File: config.mk
export PLATFORM = sky130hd
export DESIGN_NAME = cav_relock
export DESIGN_NICKNAME = d
export VERILOG_FILES = /design/src/rtl/cav_relock.sv
export SDC_FILE = /design/constraint.sdc
export NUM_CORES = 1
export LEC_CHECK = 0
export CAP_MARGIN = 20
export CORE_MARGIN = 2
export CORE_UTILIZATION = 47
export CTS_CLUSTER_DIAMETER = 150
export DETAILED_ROUTE_END_ITERATION = 10
export GPL_ROUTABILITY_DRIVEN = 1
export GPL_TIMING_DRIVEN = 0
export PLACE_DENSITY = 0.79
export SKIP_LAST_GASP = 1
export SLEW_MARGIN = 20
export SYNTH_ARGS = -nofsm -noshare
export SYNTH_HDL_FRONTEND = slang
export SYNTH_SLANG_ARGS = --single-unit
File: constraint.sdc
create_clock -name clk -period 6.2 [get_ports clk]
set_input_delay 1.24 -clock clk [delete_from_list [all_inputs] [get_ports clk]]
set_output_delay 1.24 -clock clk [all_outputs]
set_load 0.01 [all_outputs]
File: src/rtl/cav_relock.sv
// cav_relock: cavity lock-acquisition and relock sequencer for the PID servo.
// In: en, trans, thr_lock/thr_lost, pid_out, LL/UL rails, sw_lo/sw_hi/sw_step,
//     NSW divider, t_settle/t_lost timers.
// Out: pid_on, pid_hld, sweep_out, locked, state, relock_cnt (all registered).
// Build option CAV_RELOCK_HOLD_EN: hold the PID integrator while transmission
// is weak in LOCKED; without it pid_hld is tied low.
module cav_relock #(
    parameter int FILTER_IO_SIZE = 25,
    parameter int CNT_W          = 24
) (
    input  logic                             clk,
    input  logic                             rst_n,
    input  logic                             en,
    input  logic signed [FILTER_IO_SIZE-1:0] trans,
    input  logic signed [FILTER_IO_SIZE-1:0] thr_lock,
    input  logic signed [FILTER_IO_SIZE-1:0] thr_lost,
    input  logic signed [FILTER_IO_SIZE-1:0] pid_out,
    input  logic signed [FILTER_IO_SIZE-1:0] LL,
    input  logic signed [FILTER_IO_SIZE-1:0] UL,
    input  logic signed [FILTER_IO_SIZE-1:0] sw_lo,
    input  logic signed [FILTER_IO_SIZE-1:0] sw_hi,
    input  logic        [FILTER_IO_SIZE-1:0] sw_step,
    input  logic        [4:0]                NSW,
    input  logic        [CNT_W-1:0]          t_settle,
    input  logic        [CNT_W-1:0]          t_lost,
    output logic                             pid_on,
    output logic                             pid_hld,
    output logic signed [FILTER_IO_SIZE-1:0] sweep_out,
    output logic                             locked,
    output logic        [2:0]                state,
    output logic        [15:0]               relock_cnt
);

    localparam int W = FILTER_IO_SIZE;
    localparam int X = FILTER_IO_SIZE + 2;

    typedef enum logic [2:0] {
        S_IDLE   = 3'd0,
        S_SWEEP  = 3'd1,
        S_CATCH  = 3'd2,
        S_LOCKED = 3'd3,
        S_LOST   = 3'd4
    } state_t;

    state_t st_q, st_d;

    logic                on_d;
    logic                lk_d;
    logic signed [W-1:0] sw_d;
    logic        [15:0]  rc_d;
    logic                dir_q, dir_d;      // 0 = up, 1 = down
    logic        [31:0]  div_q, div_d, div_max;
    logic [CNT_W-1:0]    tmr_q, tmr_d;      // settle timer in CATCH, bad counter in LOCKED
    logic [CNT_W-1:0]    settle_m1, lost_m1;

    logic signed [X-1:0] cur_x, lo_x, hi_x, sum_x;
    logic signed [W-1:0] ramp_sw;
    logic                ramp_dir;

    logic wrap, flat, catch_c, low, bad;

    assign div_max = (32'd1 << NSW) - 32'd1;
    // >= keeps the divider from running away if NSW shrinks mid-sweep
    assign wrap    = div_q >= div_max;
    assign flat    = sw_lo >= sw_hi;
    assign catch_c = trans >= thr_lock;
    assign low     = trans < thr_lost;
    assign bad     = low || (pid_out >= UL) || (pid_out <= LL);

    assign settle_m1 = (t_settle == '0) ? '0 : t_settle - CNT_W'(1);
    assign lost_m1   = (t_lost == '0) ? '0 : t_lost - CNT_W'(1);

    // Ramp step with two guard bits so the sum cannot wrap before clamping
    assign cur_x = {{2{sweep_out[W-1]}}, sweep_out};
    assign lo_x  = {{2{sw_lo[W-1]}}, sw_lo};
    assign hi_x  = {{2{sw_hi[W-1]}}, sw_hi};
    assign sum_x = dir_q ? cur_x - $signed({2'b00, sw_step})
                         : cur_x + $signed({2'b00, sw_step});

    always_comb begin
        ramp_sw  = sum_x[W-1:0];
        ramp_dir = dir_q;
        if (sum_x >= hi_x) begin
            ramp_sw  = sw_hi;
            ramp_dir = 1'b1;
        end else if (sum_x <= lo_x) begin
            ramp_sw  = sw_lo;
            ramp_dir = 1'b0;
        end
    end

    always_comb begin
        st_d  = st_q;
        sw_d  = sweep_out;
        rc_d  = relock_cnt;
        dir_d = dir_q;
        div_d = '0;
        tmr_d = '0;
        on_d  = 1'b0;
        lk_d  = 1'b0;
        unique case (st_q)
            S_IDLE: begin
                sw_d  = sw_lo;
                dir_d = 1'b0;
                if (en) st_d = S_SWEEP;
            end
            S_SWEEP: begin
                div_d = wrap ? '0 : div_q + 32'd1;
                // direction follows the ramp even when catch freezes it
                if (!flat && wrap) dir_d = ramp_dir;
                if (catch_c) begin
                    st_d  = S_CATCH;
                    div_d = '0;
                end else if (flat) begin
                    sw_d = sw_lo;
                end else if (wrap) begin
                    sw_d = ramp_sw;
                end
            end
            S_CATCH: begin
                if (low) begin
                    st_d = S_SWEEP;
                end else if (tmr_q >= settle_m1) begin
                    st_d = S_LOCKED;
                end else begin
                    tmr_d = tmr_q + CNT_W'(1);
                end
            end
            S_LOCKED: begin
                if (bad) begin
                    if (tmr_q >= lost_m1) begin
                        st_d = S_LOST;
                        rc_d = (relock_cnt == 16'hFFFF) ? relock_cnt
                                                        : relock_cnt + 16'd1;
                    end else begin
                        tmr_d = tmr_q + CNT_W'(1);
                    end
                end
            end
            S_LOST:  st_d = S_SWEEP;
            default: st_d = S_IDLE;
        endcase
        if (!en) begin
            st_d  = S_IDLE;
            sw_d  = sw_lo;
            rc_d  = relock_cnt;
            dir_d = 1'b0;
            div_d = '0;
            tmr_d = '0;
        end
        on_d = (st_d == S_CATCH) || (st_d == S_LOCKED);
        lk_d = (st_d == S_LOCKED);
    end

    always_ff @(posedge clk) begin
        if (!rst_n) begin
            st_q       <= S_IDLE;
            pid_on     <= 1'b0;
            locked     <= 1'b0;
            sweep_out  <= '0;
            relock_cnt <= '0;
            dir_q      <= 1'b0;
            div_q      <= '0;
            tmr_q      <= '0;
        end else begin
            st_q       <= st_d;
            pid_on     <= on_d;
            locked     <= lk_d;
            sweep_out  <= sw_d;
            relock_cnt <= rc_d;
            dir_q      <= dir_d;
            div_q      <= div_d;
            tmr_q      <= tmr_d;
        end
    end

`ifdef CAV_RELOCK_HOLD_EN
    logic hld_d;

    assign hld_d = low && (st_q == S_LOCKED) && (st_d == S_LOCKED);

    always_ff @(posedge clk) begin
        if (!rst_n) pid_hld <= 1'b0;
        else        pid_hld <= hld_d;
    end
`else
    assign pid_hld = 1'b0;
`endif

    assign state = st_q;

endmodule

# Yosys cells after proc, flatten, opt, wreduce, memory -nomap -nowiden
# Index checks and enable logic that the tools add are counted.
[op_classes]
addsub = 8
multipliers = 0
div_mod_pow = 0
order_cmp = 10
eq_ne = 12
shifts = 1
n_mux = 26
n_bitwise = 4
n_reduce_logical = 15
[op_table]
columns = ["cell", "n"]
rows = [
  ["two-way mux 25 bit", 6],
  ["two-way mux 24 bit", 6],
  ["greater-or-equal comparator 25 bit", 3],
  ["case mux 25 bit (2 select lines)", 1],
  ["greater-or-equal comparator 24 bit", 2],
  ["logical NOT 24 bit", 2],
  ["case mux 24 bit (2 select lines)", 1],
  ["subtractor 24 x 1 -> 24 bit (second input constant)", 2],
  ["adder 32 x 1 -> 32 bit (second input constant)", 1],
  ["greater-or-equal comparator 32 bit", 1],
  ["left shift 1 x 5 -> 32 bit (first input constant)", 1],
  ["subtractor 32 x 1 -> 32 bit (second input constant)", 1],
  ["adder 25 x 26 -> 27 bit", 1],
  ["greater-or-equal comparator 27 x 25 -> 1 bit", 1],
  ["less-or-equal comparator 27 x 25 -> 1 bit", 1],
  ["two-way mux 27 bit", 1],
  ["subtractor 25 x 26 -> 27 bit", 1],
  ["less-or-equal comparator 25 bit", 1],
  ["< comparator 25 bit", 1],
  ["adder 24 x 1 -> 24 bit (second input constant)", 1],
  ["two-way mux 3 bit", 6],
  ["adder 16 x 1 -> 16 bit (second input constant)", 1],
  ["== test 16 bit (second input constant)", 1],
  ["== test 3 x 2 -> 1 bit (second input constant)", 4],
  ["other kinds (20)", 29],
]
[word_totals]
reg_bits = 103
latchBits = 0
ram_bits = 0
mem_bits_ro = 0
input_bits = 281
output_inout_bits = 47
memories = 0

# Logic depth before layout (Yosys ltp)
# Gate-level depths: netlist of run 1.
[depth]
word_depth = 10
mapped_depth = 29
mapped_depth_nobuf = 27

# Worst setup path before layout of run 1
# Ideal clock, no wire load.
[synth_path]
path_type = "input port to flip-flop"
from = "input port sw_step[9]"
to = "register sweep_out[10]"
setup_time_ns = 0.117
arrival_ns = 6.418
required_ns = 6.083
slack_ns = -0.335
cell_stages = 25
path_buffers = 2
path_cell_list = "or4_1 -> nor2_1 -> a21oi_1 -> xnor2_1 -> ha_1 -> and3_1 -> and3_1 -> a22o_1 -> a31oi_1 -> o21bai_1 -> a21o_1 -> a2111oi_0 -> nor3_1 -> xor2_1 -> ha_1 -> and3_1 -> nand4_1 -> or4_1 -> o211ai_1 -> and2_1 -> clkbuf_1 -> clkbuf_1 -> o22ai_1 -> a22oi_1 -> nand2_1"
[synth_between]
elab_chain_cells = 10
elab_cells_between_ends = 12
cone_classes = "2 x add/sub; 2 x order compare; 8 x mux"
[synth_rtl]
columns = ["item", "line", "source"]
rows = [
  ["start: declaration", "22", "input logic [FILTER_IO_SIZE-1:0] sw_step,"],
  ["adder 25 x 26 -> 27 bit or subtractor 25 x 26 -> 27 bit (tied branches)", "78, 77", ""],
  ["two-way mux 27 bit *", "77", "assign sum_x = dir_q ? cur_x - $signed({2'b00, sw_step})"],
  ["less-or-equal comparator 27 x 25 -> 1 bit", "86", "end else if (sum_x <= lo_x) begin"],
  ["two-way mux 25 bit", "86", ""],
  ["two-way mux 25 bit *", "83", "if (sum_x >= hi_x) begin"],
  ["two-way mux 25 bit *", "116", "end else if (wrap) begin"],
  ["two-way mux 25 bit *", "114", "end else if (flat) begin"],
  ["two-way mux 25 bit *", "111", "if (catch_c) begin"],
  ["case mux 25 bit (2 select lines) *", "101", "unique case (st_q)"],
  ["two-way mux 25 bit *", "143", "if (!en) begin"],
  ["end signal: assignment", "169", "sweep_out <= sw_d;"],
  ["end: declaration", "28", "output logic signed [FILTER_IO_SIZE-1:0] sweep_out,"],
]
# Every way passes the cells marked *; elsewhere a longest branch is shown, timed or not. The select of a mux whose other input is x is not followed.
# A chain may end at the register's enable or synchronous reset.

# Final worst setup path of run 1
[layout_path]
from = "input port sw_step[8]"
to = "register sweep_out[19]"
# Same word-level chain as after synthesis.

==> metrics, run 1 <==
status=complete, but fails checks; failing checks=setup timing; CTS tree=yes; clock sinks=103; crit end category=flip-flop; # port buffers=325; Die Span Y=178 um; Most Frequent Cell on Critical Path=and3_4; Async SR Flop Fraction=0%; Clock Power Share=22.1%; DP HPWL=38.5 mm; Final ANT Viol Nets=0; Data required, critical path=6.45 ns; share of total power in sequential cells=25.7%; crit path max fanout=7; xor and xnor area share after synthesis=7.98%; Final GP Congestion=0.956; Most used DFF post-synth=dfxtp_1; dpl cell area=18,000 um^2; vias in the first global route=14,800; Die Footprint=31,500 um^2; clock-pin slew of the registers on the worst-case setup and hold paths=0.08 ns; WS Path Type=primary input to flip-flop; Starting Density=47.8%; EDFF count, synth=0; GR Layer Usage met3=4.01%; GRT Max-Usage Layer=met2; dpl ws=-1.71 ns; Gate Count Post-Synth=1,913; 1st-iter DRT viols=1,025; Final min period=6.33 ns; Die W=178 um; GR Util met2=49.9%; Slowest cell on crit path=or4_4; Tcrit/Tclk final=102%; Final Cell Area=19,200 um^2; sequential element share of the synthesized area=14.6%; sw frac=39.6%; Peak VDD IR=133 uV; post-synthesis cell type count=81; area delta synth->final=35.3%; f_max=158 MHz; Setup Skew=0.0153 ns; net load switching power=1.08 mW; Warnings, synthesis=0; Slew headroom=34.4%; Slew Viols, Final=0; M1 GR Usage=35.2%; largest family of logic cells by synthesized area=adder cells; Lkg Pwr=8.59 nW; TritonRoute pass-1 iters=5; Worst Tran Pin Value=0.976 ns; Worst-Skew Late Latency=0.37 ns; Vias=15,700; multiplexer share of the synthesized area=0.433%; Compound-Gate Fraction of Synth Area=20.7%; Arr. time, crit path=6.58 ns; GRT Util Overall=28.5%; largest net degree at the start of global routing=22; Final Hold Fails=0; unrepaired setup endpoints after global routing=yes; cell family with most CP delay=simple AND/OR/NAND/NOR gates; FP Rows=63; fill cell count=2,603; Total Wirelength=47.4 mm; delay of the slowest critical-path stage=0.56 ns; setup TNS=-1.96 ns; detailed-route vias per instance=5.86; syn_area_per_cell=7.40 um^2; combinational share of power=52.2%; WP buf/inv=2; Overflow after GRT=0; Int Power=1.65 mW; first-pass GRT wire length=72.7 mm; Final #Nets=2,861; Synth Area in Adders=25.9%; PD cells=142 nW/um^2; simple-gate share of the synthesized area=24.2%; Yosys reg bits=103; maxcap violations=0; CP Launch Type=primary input; Num CTS Buffers=9; HP Class=flip-flop to flip-flop; Setup-failing EPs final=25; Mapped Nets=2,487; Core Region=29,600 um^2; final setup margin=-0.130 ns; IO Pins=328; cell area after synthesis=14,200 um^2; layout cells sized above 1=8.12%; clock buffer depth=2; antenna violations before repair=1; DRC Markers=0; H-tree depth=3; WL/cell=17.7 um; CTS root buffer=clkbuf_16
==> state kept, by name, summed over array words and instances (netlist names) <==
signal	flops
tmr_q	24
state	3
locked	1
pid_on	1
relock_cnt	16
sweep_out	25
div_q	32
dir_q	1
==> per-layer routing <==
layer	routed length, um	vias to the layer above	part of all wire [%]
met1	19800	7304	42
met2	22300	582	47
met4	1950	0	4.1
li1	-	7699	-
met3	3260	130	6.9
met5	0	-	0
==> stage by stage <==
step / power, mW / utilization, % / hold slack, ns / instances
2_1_floorplan: 1.45 / - / 0.430 / 1913
3_3_place_gp: 1.90 / 60.6 / 0.447 / 2628
3_5_place_dp: 1.93 / 60.6 / 0.457 / 2628
4_1_cts: 2.61 / 63.0 / 0.478 / 2672
5_1_grt: 2.90 / 64.6 / 0.508 / 2683
6_report: 2.73 / 64.6 / 0.471 / 2683
==> synthesized netlist by cell type, drive strengths merged (22+ instances only) <==
cell type	count	share of area [%]
and3	22	0.97
nor4	28	1.2
nor3	49	1.8
a22oi	24	1.3
nand4	52	2.3
ha	292	26
a21o	37	2.0
nand2	190	5.0
a21oi	151	5.3
o21ai	87	3.1
inv	178	4.7
nand3	60	2.2
clkbuf	34	0.90
xnor2	58	3.6
xor2	71	4.4
dfxtp	103	15
nor2	167	4.4
nand2b	23	1.0
nor2b	25	1.1
==> final cells by class <==
type	instances	area, um^2	share of cell area, %
Sequential cell	103	2060	10.8
Clock inverter	7	81.3	0.425
Tap cell	390	488	2.55
Timing Repair Buffer	365	3590	18.7
Inverter	179	672	3.51
Buffer	46	259	1.35
Multi-Input combinational cell	1583	11800	61.5
Clock buffer	9	225	1.18
Antenna cell	1	2.50	0.0131
==> logic make-up after synthesis <==
family | count (synthesis)
AOI/OAI and AO/OA | 456
and+or+nand+nor | 697
muxes | 6
adders and majority gates | 293
DFF | 103
other | 2
buffers and inverters | 227
xor gates and xnor gates | 129
==> cell usage in the layout (no fill, tap or decap), drive strengths merged, types with 10 or more instances in the layout <==
cell type and count:
o31ai 19, a21oi 151, dfxtp 103, buf 64, xor2 71, nor3 49
nand3 60, o211ai 15, a211oi 13, a2111oi 10, a21o 37, nand2 190
or4 19, nor2b 25, xnor2 58, a31oi 13, ha 292, o21ai 87
nand2b 23, clkbuf 39, nor2 167, or2 10, and2 10, and3 22
o22ai 18, clkdlybuf4s50 309, nand4 52, inv 183, or3 17, a22oi 24
nor4 28
==> power groups by stage <==
stage          Combinational [mW]  Sequential (mW)  Clock (mW)
4_1_cts                      1.30            0.699       0.611
3_5_place_dp                 1.22            0.715           0
5_1_grt                      1.56            0.702       0.639
3_3_place_gp                 1.18            0.715           0
2_1_floorplan               0.736            0.715           0
6_report                     1.42            0.701       0.603
==> what timing repair did <==
item | in CTS | in global routing
hold buffers | 0 | 0
pin swaps | 50 | 34
cloned | 0 | 3
endpoints found under the hold margin | 0 | 0
buffers inserted | 29 | 8
endpoints found under the setup margin | 67 | 67
resized for setup | 104 | 98
==> final timing paths <==
kind	start	to	slack, ns	cells past startpoint
max	sw_step[8]	sweep_out[19]$_SDFFE_PN0P_	-0.13	25
min	div_q[0]$_SDFF_PP0_	div_q[0]$_SDFF_PP0_	0.47	1
min reg2reg	div_q[0]$_SDFF_PP0_	div_q[0]$_SDFF_PP0_	0.47	1
max reg2reg	dir_q$_SDFFE_PN0P_	sweep_out[19]$_SDFFE_PN0P_	0.13	23
No activity file was read; power rests on OpenSTA's default activity.
==> run 2, diff against run 1 <==
CTS_BUF_LIST = sky130_fd_sc_hd__clkbuf_16   (was not set)
REMOVE_ABC_BUFFERS = 1   (was not set)
==> run 2 against run 1 <==
The run still ends with setup timing left. Die area is the same. Routed wire length fell by 3.3%. Via count decreased by 3.3%. Setup slack lost 0.10 ns. Highest routed layer unchanged. Critical endpoint unchanged. First-iteration DRC count shrank 2.3%. Clock power down 4.3%. Flip-flop and latch count unchanged.
==> metrics, run 2 (synthesis results as in run 1) <==
PD cells=141 nW/um^2; CTS tree=yes; WL/cell=17.4 um; GRT Util Overall=28.3%; Total Wirelength=45.8 mm; clock-pin slew of the registers on the worst-case setup and hold paths=0.07 ns; DP HPWL=37.3 mm; FP Rows=63; # hold bufs at CTS=0; Placed Instances=2,586; Tcrit/Tclk final=104%; Overflow after GRT=0; cell family with most CP delay=simple AND/OR/NAND/NOR gates; Seq. cell area=2060 um^2; Slowest cell on crit path=clkdlybuf4s50_1; Starting Density=47.8%; crit end category=flip-flop; R2R cell count=21; vias in the first global route=14,700; clock buffer depth=2; fin cells=2,632; R2R Path End=sweep_out[19]$_SDFFE_PN0P_; Lkg Pwr=8.37 nW; setup TNS=-4.53 ns; maxcap violations=0; HP Class=flip-flop to flip-flop; Die Footprint=31,500 um^2; R2R Path Start=dir_q$_SDFFE_PN0P_; Die W=178 um; Critical Path Sink=sweep_out[19]$_SDFFE_PN0P_; Vias=15,200; # port buffers=326; largest reg by FF count=div_q; area taken by multi-input logic gates=11,600 um^2; final setup margin=-0.234 ns; Final #Nets=2,811; Arr. time, crit path=6.68 ns; IO Pins=328; H-tree depth=3; area delta synth->final=32.1%; Final GP Congestion=0.980; layout cells sized above 1=5.75%; Core Region=29,600 um^2; DRC Markers=0; overall power=2.63 mW; CP Launch Type=primary input; Data required, critical path=6.44 ns; Peak VDD IR=131 uV; Setup Skew=0.0181 ns; delay of the slowest critical-path stage=0.53 ns; commonest non-fill, non-tap cell in the layout=clkdlybuf4s50_1; Final Hold Fails=0; max reg flops=32; f_max=155 MHz; Most Frequent Cell on Critical Path=buf_4; critical path depth=26; TritonRoute pass-1 iters=5; top flop regs=div_q x32, sweep_out x25, tmr_q x24; clock sinks=103; Setup-failing EPs final=26; CTS root buffer=clkbuf_16; status=complete, but fails checks; Final min period=6.43 ns; 1st-iter DRT viols=1,001; Hold Path Cell Cnt=1; Worst Tran Pin Value=0.891 ns; failing checks=setup timing; fill cell count=2,625; n_diodes=0; Slew headroom=40.6%; Crit. Startpoint=sw_step[15]; WS Path Type=primary input to flip-flop; Worst-Skew Late Latency=0.37 ns; final core utilization=63.1%; first-pass GRT wire length=72.4 mm; dpl ws=-2.71 ns; Slew Viols, Final=0; largest net degree at the start of global routing=33; unrepaired setup endpoints after global routing=yes; Die Span Y=178 um; most frequent cells in the layout=clkdlybuf4s50_1, ha_1, nand2_1; crit path max fanout=6; WP buf/inv=4; antenna violations before repair=0; Final ANT Viol Nets=0; detailed-route vias per instance=5.78; Num CTS Buffers=9; R2R setup slack=0.62 ns
[run 2: report_power, final]
group	switching, mW	total [mW]	internal, mW
registers	0.0212	0.699	0.678
logic	0.711	1.36	0.645
clock network	0.295	0.577	0.282
total	1.03	2.63	1.61
[run 2: layout make-up]
type                    instances  share of cell area [%]
clock buffers                   9                    1.20
clock inverters                 7                   0.348
inverters                     179                    3.59
multi-input cells            1583                    61.9
flip-flops and latches        103                    11.0
well taps                     390                    2.61
repair buffers                361                    19.3
[run 2: worst min-delay path by stage]
stage | startpoint | endpoint | slack, ns
2_1_floorplan | div_q[0]$_SDFF_PP0_ | div_q[0]$_SDFF_PP0_ | 0.43
3_3_place_gp | div_q[0]$_SDFF_PP0_ | div_q[0]$_SDFF_PP0_ | 0.44
3_5_place_dp | tmr_q[0]$_SDFF_PN0_ | tmr_q[0]$_SDFF_PN0_ | 0.46
4_1_cts | div_q[0]$_SDFF_PP0_ | div_q[0]$_SDFF_PP0_ | 0.48
5_1_grt | relock_cnt[6]$_SDFFE_PN0P_ | relock_cnt[6]$_SDFFE_PN0P_ | 0.52
6_report | div_q[0]$_SDFF_PP0_ | div_q[0]$_SDFF_PP0_ | 0.47
[run 2: repair_timing]
action	CTS	global route
pin swaps	35	9
buffers inserted	30	3
gates resized for setup	83	21
cloned	3	0
setup endpoints to repair	40	71
[run 2: per-stage QoR]
stage | instance area, um^2 | hold slack, ns
2_1_floorplan | 14000 | 0.430
3_3_place_gp | 17700 | 0.442
3_5_place_dp | 17800 | 0.464
4_1_cts | 18600 | 0.482
5_1_grt | 18700 | 0.519
6_report | 18700 | 0.474
[run 2: routing by layer]
metal / vias to the layer above / wire (um) / global-route usage (%) / part of all wire [%]
met1: 7065 / 19600 / 34.7 / 43
li1: 7587 / - / - / -
met2: 453 / 22100 / 50.2 / 48
met5: - / 0 / 0 / 0
met4: 0 / 1630 / 10.2 / 3.6
met3: 97 / 2550 / 3.81 / 5.6
